==> src/rtl/boot_rom_ctrl.sv <==
// Boot ROM bus controller: req/gnt/rvalid core port to CSN-gated ROM macro; optional lock via `BOOT_ROM_LOCK_EN.
// Latency: response 1+WAIT_STATES cycles after accept; back-to-back accepts when WAIT_STATES=0.
// Backpressure: gnt_o held low while the wait counter runs; no response-side backpressure.
module boot_rom_ctrl #(
    parameter logic [31:0] BASE_ADDR   = 32'h0000_8000,
    parameter int          ROM_AW      = 10,
    parameter int          ROM_DEPTH   = 700,
    parameter int          WAIT_STATES = 0
) (
    input  logic              CLK,
    input  logic              RSTN,
`ifdef BOOT_ROM_LOCK_EN
    input  logic              lock_i,
`endif
    input  logic              req_i,
    output logic              gnt_o,
    input  logic [31:0]       addr_i,
    input  logic              we_i,
    input  logic [3:0]        be_i,
    input  logic [31:0]       wdata_i,
    output logic              rvalid_o,
    output logic [31:0]       rdata_o,
    output logic              err_o,
    output logic              rom_csn_o,
    output logic [ROM_AW-1:0] rom_a_o,
    input  logic [31:0]       rom_q_i
);

    typedef enum logic [1:0] {
        ST_IDLE,
        ST_WAIT,
        ST_RESP
    } state_t;

    localparam logic [1:0] WS = 2'(WAIT_STATES);

    state_t      state;
    logic [1:0]  wait_cnt;
    logic        resp_err;
    logic [31:0] offset;
    logic        in_range;
    logic        locked;
    logic        legal;
    logic        accept;
    logic        unused_ok;

`ifdef BOOT_ROM_LOCK_EN
    logic lock_q;

    // Sticky until reset; the accept in the setting cycle still sees it clear.
    always_ff @(posedge CLK) begin
        if (!RSTN) begin
            lock_q <= 1'b0;
        end else if (lock_i) begin
            lock_q <= 1'b1;
        end
    end

    assign locked = lock_q;
`else
    assign locked = 1'b0;
`endif

    // Addresses below the base wrap to a huge offset, so the depth test rejects them too.
    assign offset   = addr_i - BASE_ADDR;
    assign in_range = (addr_i >= BASE_ADDR) && ((offset >> 2) < 32'(ROM_DEPTH));
    assign legal    = !we_i && in_range && !locked;

    assign gnt_o  = req_i && RSTN && (wait_cnt == 2'd0);
    assign accept = gnt_o;

    assign rom_csn_o = !(accept && legal);
    assign rom_a_o   = (accept && legal) ? offset[ROM_AW+1:2] : '0;

    // ROM output holds while CSN is high, so the data is still valid after wait states.
    assign rdata_o = (rvalid_o && !err_o) ? rom_q_i : 32'h0;

    assign unused_ok = &{1'b0, be_i, wdata_i};

    always_ff @(posedge CLK) begin
        if (!RSTN) begin
            state    <= ST_IDLE;
            wait_cnt <= 2'd0;
            resp_err <= 1'b0;
            rvalid_o <= 1'b0;
            err_o    <= 1'b0;
        end else begin
            rvalid_o <= 1'b0;
            err_o    <= 1'b0;
            case (state)
                ST_IDLE, ST_RESP: begin
                    if (accept) begin
                        resp_err <= !legal;
                        if (WS == 2'd0) begin
                            state    <= ST_RESP;
                            rvalid_o <= 1'b1;
                            err_o    <= !legal;
                        end else begin
                            state    <= ST_WAIT;
                            wait_cnt <= WS;
                        end
                    end else begin
                        state <= ST_IDLE;
                    end
                end
                ST_WAIT: begin
                    wait_cnt <= wait_cnt - 2'd1;
                    if (wait_cnt == 2'd1) begin
                        state    <= ST_RESP;
                        rvalid_o <= 1'b1;
                        err_o    <= resp_err;
                    end
                end
                default: begin
                    state    <= ST_IDLE;
                    wait_cnt <= 2'd0;
                end
            endcase
        end
    end

endmodule
==> config.mk <==
export PLATFORM = sky130hd
export DESIGN_NAME = boot_rom_ctrl
export DESIGN_NICKNAME = d
export VERILOG_FILES = /design/src/rtl/boot_rom_ctrl.sv
export SDC_FILE = /design/constraint.sdc
export NUM_CORES = 1
export LEC_CHECK = 0
export BUFFER_PORTS_ARGS = -buffer_cell sky130_fd_sc_hd__buf_2
export CAP_MARGIN = 10
export CORE_ASPECT_RATIO = 1.25
export CORE_MARGIN = 10
export CORE_UTILIZATION = 23
export DETAILED_ROUTE_END_ITERATION = 8
export GPL_ROUTABILITY_DRIVEN = 0
export GPL_TIMING_DRIVEN = 0
export PLACE_DENSITY_LB_ADDON = 0.05
export SYNTH_ARGS = -nofsm -noshare
export SYNTH_HDL_FRONTEND = slang
export SYNTH_SLANG_ARGS = --single-unit
==> constraint.sdc <==
create_clock -name CLK -period 2.2 [get_ports CLK]
set_clock_uncertainty 0.1 [all_clocks]
set_input_delay 0.11 -clock CLK [delete_from_list [all_inputs] [get_ports CLK]]
set_output_delay 0.11 -clock CLK [all_outputs]
set_load 0.1 [all_outputs]
==> results of run 1 <==
-- layer usage --
| metal | wire [um] | vias to the layer above | share of wire (%) | GRT usage (%) |
|---|---|---|---|---|
| li1 | - | 565 | - | - |
| met1 | 1310 | 469 | 36 | 13.3 |
| met2 | 1980 | 54 | 54 | 24.7 |
| met3 | 322 | 4 | 8.8 | 2.95 |
| met4 | 55 | 0 | 1.5 | 5.14 |
| met5 | 0 | - | 0 | 0 |
-- critical path, cell delays in order --
cell	delay (ns)
buf_8	0.09
inv_8	0.03
ha_4	0.24
nor4b_4	0.19
o2111ai_2	0.15
a2111o_1	0.43
or4_4	0.52
buf_12	0.18
-- power breakdown --
part           internal (W)  switching (W)
sequential        0.0000385    0.000000729
combinational     0.0000987       0.000263
clock             0.0000601      0.0000193
total              0.000197       0.000283
-- kinds of logic (layout without fill, tap and decap cells) --
kind of cell	Yosys count	after routing	synth area share, %
and+or+nand+nor	67	67	67.5
AOI/OAI and AO/OA	10	10	13.1
xor gates and xnor gates	2	2	2.74
DFF	2	2	6.26
buffers and inverters	14	128	8.41
adders and majority gates	1	1	1.96
-- stage by stage --
step | TNS [ns] | hold slack (ns) | cells | cell area [um^2] | power, W
3_5_place_dp | -1.37 | 0.252 | 241 | 1470 | 0.000395
3_3_place_gp | -0.827 | 0.243 | 241 | 1470 | 0.000390
2_1_floorplan | -2.23 | 0.132 | 96 | 873 | 0.000296
5_1_grt | -0.0386 | 0.0661 | 244 | 1590 | 0.000509
4_1_cts | -0.0326 | 0.0177 | 244 | 1530 | 0.000480
6_report | 0 | 0.0316 | 244 | 1590 | 0.000480
-- state kept, by name, summed over array words and instances (netlist names) --
| name | cells |
|---|---|
| err_o | 1 |
| rvalid_o | 1 |
-- worst min-delay path by stage --
stage	from	end	slack, ns	cells after the start
finish	RSTN	rvalid_o$_SDFF_PN0_	0.03	3
global route	RSTN	rvalid_o$_SDFF_PN0_	0.07	3
CTS	RSTN	rvalid_o$_SDFF_PN0_	0.02	3
detailed placement	RSTN	rvalid_o$_SDFF_PN0_	0.25	3
global placement	RSTN	rvalid_o$_SDFF_PN0_	0.24	3
floorplan	RSTN	rvalid_o$_SDFF_PN0_	0.13	2
-- layout by cell type (no fill, tap or decap), types with 3 or more instances in the layout --
cell	instances
and2_2	32
buf_2	100
buf_4	7
buf_6	3
clkbuf_1	3
clkbuf_4	3
inv_1	5
nand2_1	11
nor4_4	11
-- area by class of cell --
class | count | area, um^2 | area share (%)
Multi-Input combinational cell | 80 | 773 | 48.6
Timing Repair Buffer | 111 | 627 | 39.4
Buffer | 7 | 46.3 | 2.91
Tap cell | 34 | 42.5 | 2.68
Sequential cell | 2 | 40.0 | 2.52
Inverter | 7 | 38.8 | 2.44
Clock buffer | 3 | 22.5 | 1.42
-- what timing repair did --
action | CTS | global route
gates cloned | 0 | 0
gates resized for setup | 12 | 18
pin swaps | 1 | 4
endpoints found under the setup margin | 11 | 11
buffers inserted | 0 | 0
==> impl_results.md, run 1 <==
* F_max at 0.463 GHz
* Fin crit period at roughly 2.2 ns
* Area Overhead vs Synth at 149%
* First-pass GRT wire length at between 5000 and 6000 um
* Crit path kind: in -> out
* Hold Buf Count CTS at 0
* Crit. Startpoint: addr_i[15]
* Most numerous cell in the Yosys netlist: and2_1
* Gr usage total at 13.1%
* Max-slew headroom at 66.8%
* Worst slew pin tran at 0.498 ns
* Synth Area per Inst at 6.66 um^2
* DRT antenna net count at 0
* Worst Path Required at 1.99 ns
* IO Pins at 150
* Filler cells at 260
* Top cell type's share of synthesized area at 31.3%
* Critical Path Source Type: primary input
* Setup-failing EPs final at 0
* Final-stage net count at ~320
* Dpl hpwl at 3310 um
* PortBufs at 111
* Die Wd at about 67 um
* CTS buffer count at 3
* Max FO, Critical Path at 3
* Status: finished, final reports clean
* Rows at 21
* EDFF count, synth at 0
* Final worst slack at 0.0393 ns
* Nature of the critical path endpoint: output port
* Worst setup path end: rom_csn_o
* Pwr dens at 302 nW/um^2
* Drt total wl at 3660 um
* Flop and latch count out of synthesis at 2
* Post-synthesis sequential area ratio at 6.26%
* Warnings from Yosys at 0
* Clock root cell: clkbuf_4
* Max Slew Vio Count at 0
* Vias in the first global route at between 1000 and 1500
* CTS tree: done
* Dpl ws at -0.163 ns
* Async SR Flop Fraction at 0%
* Starting Density at 23.9%
* Leak at 0.899 nW
* Syn Nets at 201
* Final worst path period share at 98.2%
* Clock sink total at 2
* Initial antenna violation count at 0
* Core area at 2680 um^2
* VDD IR-drop max at 0.274 mV
* # DRC at 0
* GRT overflow at 0
* Synth Instances at 96
* Top_reg_cell synth: dfxtp_1
* CP arrival at 1.95 ns
* Max cap viols at 0
* Utilization after layout at around three fifths
* Die H at approximately 80 um
* Unrepaired setup endpoints after global routing: true
* Largest net degree at the start of global routing at 11
* Cell taking the most area after synthesis: and2_1
* Final hold viol count at 0
* Dominant cells by area after synthesis: and2_1 (31%), nor4_1 (11%), nand2_1 (6.5%)
* Worst-case clock buffer depth at 2
* Clk slew on worst S/H paths at 0.03 ns
* Post-Syn Area at about 640 um^2
* TritonRoute pass-1 iters at 2
* Via count at 1092
* Synth cell types at 29
* DR iter-0 viols at 52
* H-tree levels at 1
* Number of antenna diodes at 0
* Die area at 5300 um^2
* Vias per cell at 4.48
* WL per Instance at between 15 and 20 um
* Hold Crit Class: in -> reg
* Synth top cells by count: and2_1 (32), nand2_1 (11), nor4_1 (11), inv_1 (7), clkbuf_1 (6)
* Fraction of layout cells with a size suffix above 1 at between 80% and 90%
(Power assumes the default switching activity.)
==> inputs of run 2 (changes only) <==
REMOVE_ABC_BUFFERS = 1   (was default)
==> run 2 against run 1 <==
Net effect: the run now ends with setup timing left; worst hold slack got worse by 0.012 ns; non-clock buffer count fell by 6; final cell count fell by 2.0%; via count rose by 2.8%; critical path type unchanged.
==> impl_results.md, run 2 (synthesis gave the netlist of run 1 again) <==
* Crit. Startpoint: addr_i[16]
* Clock power share at 17.4% (+0.9 points)
* Rows at 21 (unchanged)
* Max FO, Critical Path at 6 (+3)
* Crit path kind: in -> out
* Fraction of layout cells with a size suffix above 1 at 62.9% (-18 points)
* Core area at 2680 um^2 (unchanged)
* Failing checks: setup timing
* Final instance area at 1390 um^2 (-13%)
* Status: finished, violations left
* Dpl ws at -0.285 ns (-0.122 ns)
* CP arrival at 2.08 ns (+0.13 ns)
* Number of antenna diodes at 0 (unchanged)
* Die H at 78.9 um (unchanged)
* DRT antenna net count at 0 (unchanged)
* Clk slew on worst S/H paths at 0.03 ns (about the same)
* Sequential Power Share at 8.7% (+0.5 points)
* Most common cell after layout, fill and taps aside: buf_2
* Initial antenna violation count at 0 (unchanged)
* Max Slew Vio Count at 0 (unchanged)
* Final-stage net count at 312 (-1.6%)
* Max cap viols at 0 (unchanged)
* F_max at 0.436 GHz (-5.8%)
* Vias per cell at 4.70 (+5.0%)
* Starting Density at 23.9% (unchanged)
* Clock sink total at 2 (unchanged)
* Vias in the first global route at 1081 (-8.5%)
* Leak at 0.779 nW (-13%)
* Net Switching at 0.000272 W (-3.9%)
* Comb pwr share at 73.9% (-1.4 points)
* Max-slew headroom at 57.0% (-9.8 points)
* Hold Crit Class: in -> reg
* Largest net degree at the start of global routing at 33 (+22)
* Dpl hpwl at 3210 um (-2.9%)
* Drt total wl at 3750 um (+2.3%)
* Switching share of total power at 59.1% (+0.18 points)
* Pint at 0.000188 W (-4.6%)
* Setup-failing EPs final at 3 (+3)
* Critical Path Source Type: primary input
* First-pass GRT wire length at 5440 um (-4.7%)
* Pwr dens at 331 nW/um^2 (+9.6%)
* Nature of the critical path endpoint: output port
* Area after DPL at 1210 um^2 (-18%)
* Most frequent cells in the layout: buf_2 (98), and2_1 (32), nand2_1 (11), nor4_1 (9), buf_4 (9)
* Hold Buf Count CTS at 0 (unchanged)
* TritonRoute pass-1 iters at 4 (+2)
* IO Pins at 150 (unchanged)
* WL per Instance at 15.7 um (+4.5%)
* Fin crit period at 2.29 ns (+0.133 ns)
* Final worst path period share at 104% (+6.1 points)
* Largest registers: err_o x1, rvalid_o x1
* Die area at 5300 um^2 (unchanged)
* CTS buffer count at 3 (unchanged)
* Die Wd at 67.2 um (unchanged)
* Clock root cell: clkbuf_4
* PortBufs at 111 (unchanged)
* Final hold viol count at 0 (unchanged)
* Gr usage total at 12.5% (-0.61 points)
* Via count at 1123 (+2.8%)
* Final worst slack at -0.0941 ns (-0.133 ns)
* Worst Path Required at 1.99 ns (about the same)
* CTS tree: done
* Worst-case clock buffer depth at 2 (unchanged)
* DR iter-0 viols at 24 (-54%)
* Unrepaired setup endpoints after global routing: true
* # DRC at 0 (unchanged)
* Area Overhead vs Synth at 117%
* Worst setup path end: rom_csn_o
* VDD IR-drop max at 0.238 mV (-13%)
* Worst slew pin tran at 0.644 ns (+0.146 ns)
* H-tree levels at 1 (unchanged)
* GRT overflow at 0 (unchanged)
[run 2: cell types whose count changed in the layout (fill, tap and decap cells not counted), sizes merged]
| cell | previous run | this run |
|---|---|---|
| a2111o | 1 | 2 |
| buf | 114 | 112 |
| clkbuf | 7 | 3 |
[run 2: worst min-delay path by stage]
stage | startpoint | to | slack (ns) | cells past startpoint
finish | RSTN | rvalid_o$_SDFF_PN0_ | 0.02 | 3
detailed placement | RSTN | rvalid_o$_SDFF_PN0_ | 0.24 | 3
CTS | RSTN | rvalid_o$_SDFF_PN0_ | 0.02 | 3
global placement | RSTN | rvalid_o$_SDFF_PN0_ | 0.24 | 3
floorplan | RSTN | rvalid_o$_SDFF_PN0_ | 0.13 | 2
global route | RSTN | rvalid_o$_SDFF_PN0_ | 0.05 | 3
[run 2: cell type report]
cell class,instances,area (um^2)
Fill cell,276,1290
Multi-Input combinational cell,81,627
Timing Repair Buffer,112,627
Tap cell,34,42.5
Sequential cell,2,40.0
Inverter,7,31.3
Clock buffer,3,22.5
[run 2: what timing repair did]
item	4_1_cts	5_1_grt
endpoints found under the setup margin	43	32
setup buffers	0	1
gates resized for setup	27	7
cloned	1	0
pin swaps	4	2
[run 2: per-layer routing]
metal	track usage, %	up-vias	routed length [um]
li1	-	559	-
met1	12.1	504	1220
met2	24.0	58	2080
met3	5.48	2	434
met4	1.85	0	16
met5	0	-	0
[run 2: through the flow]
stage | hold slack, ns | power (W) | setup TNS, ns | std cells | util, %
after global routing | 0.0478 | 0.000491 | -1.23 | 239 | 51.9
final | 0.0198 | 0.000460 | -0.157 | 239 | 51.9
after floorplan | 0.132 | 0.000268 | -41.57 | 89 | -
after detailed placement | 0.244 | 0.000365 | -5.31 | 234 | 45.1
after CTS | 0.0172 | 0.000464 | -0.0884 | 238 | 50.2
after global placement | 0.238 | 0.000362 | -2.39 | 234 | 45.1
[run 2: worst max-delay path, stage by stage]
cell and delay [ns]:
buf_6 0.08, inv_4 0.03, ha_4 0.24, nor4b_4 0.18, o2111ai_2 0.18, a2111o_1 0.49, or4_4 0.58, buf_12 0.18
[run 2: power by group through the flow]
stage	clock network, W	logic, W	registers (W)
finish	0.0000800	0.000340	0.0000398
global route	0.0000926	0.000358	0.0000400
CTS	0.0000856	0.000339	0.0000394
detailed placement	0	0.000325	0.0000397
global placement	0	0.000322	0.0000396
floorplan	0	0.000214	0.0000540
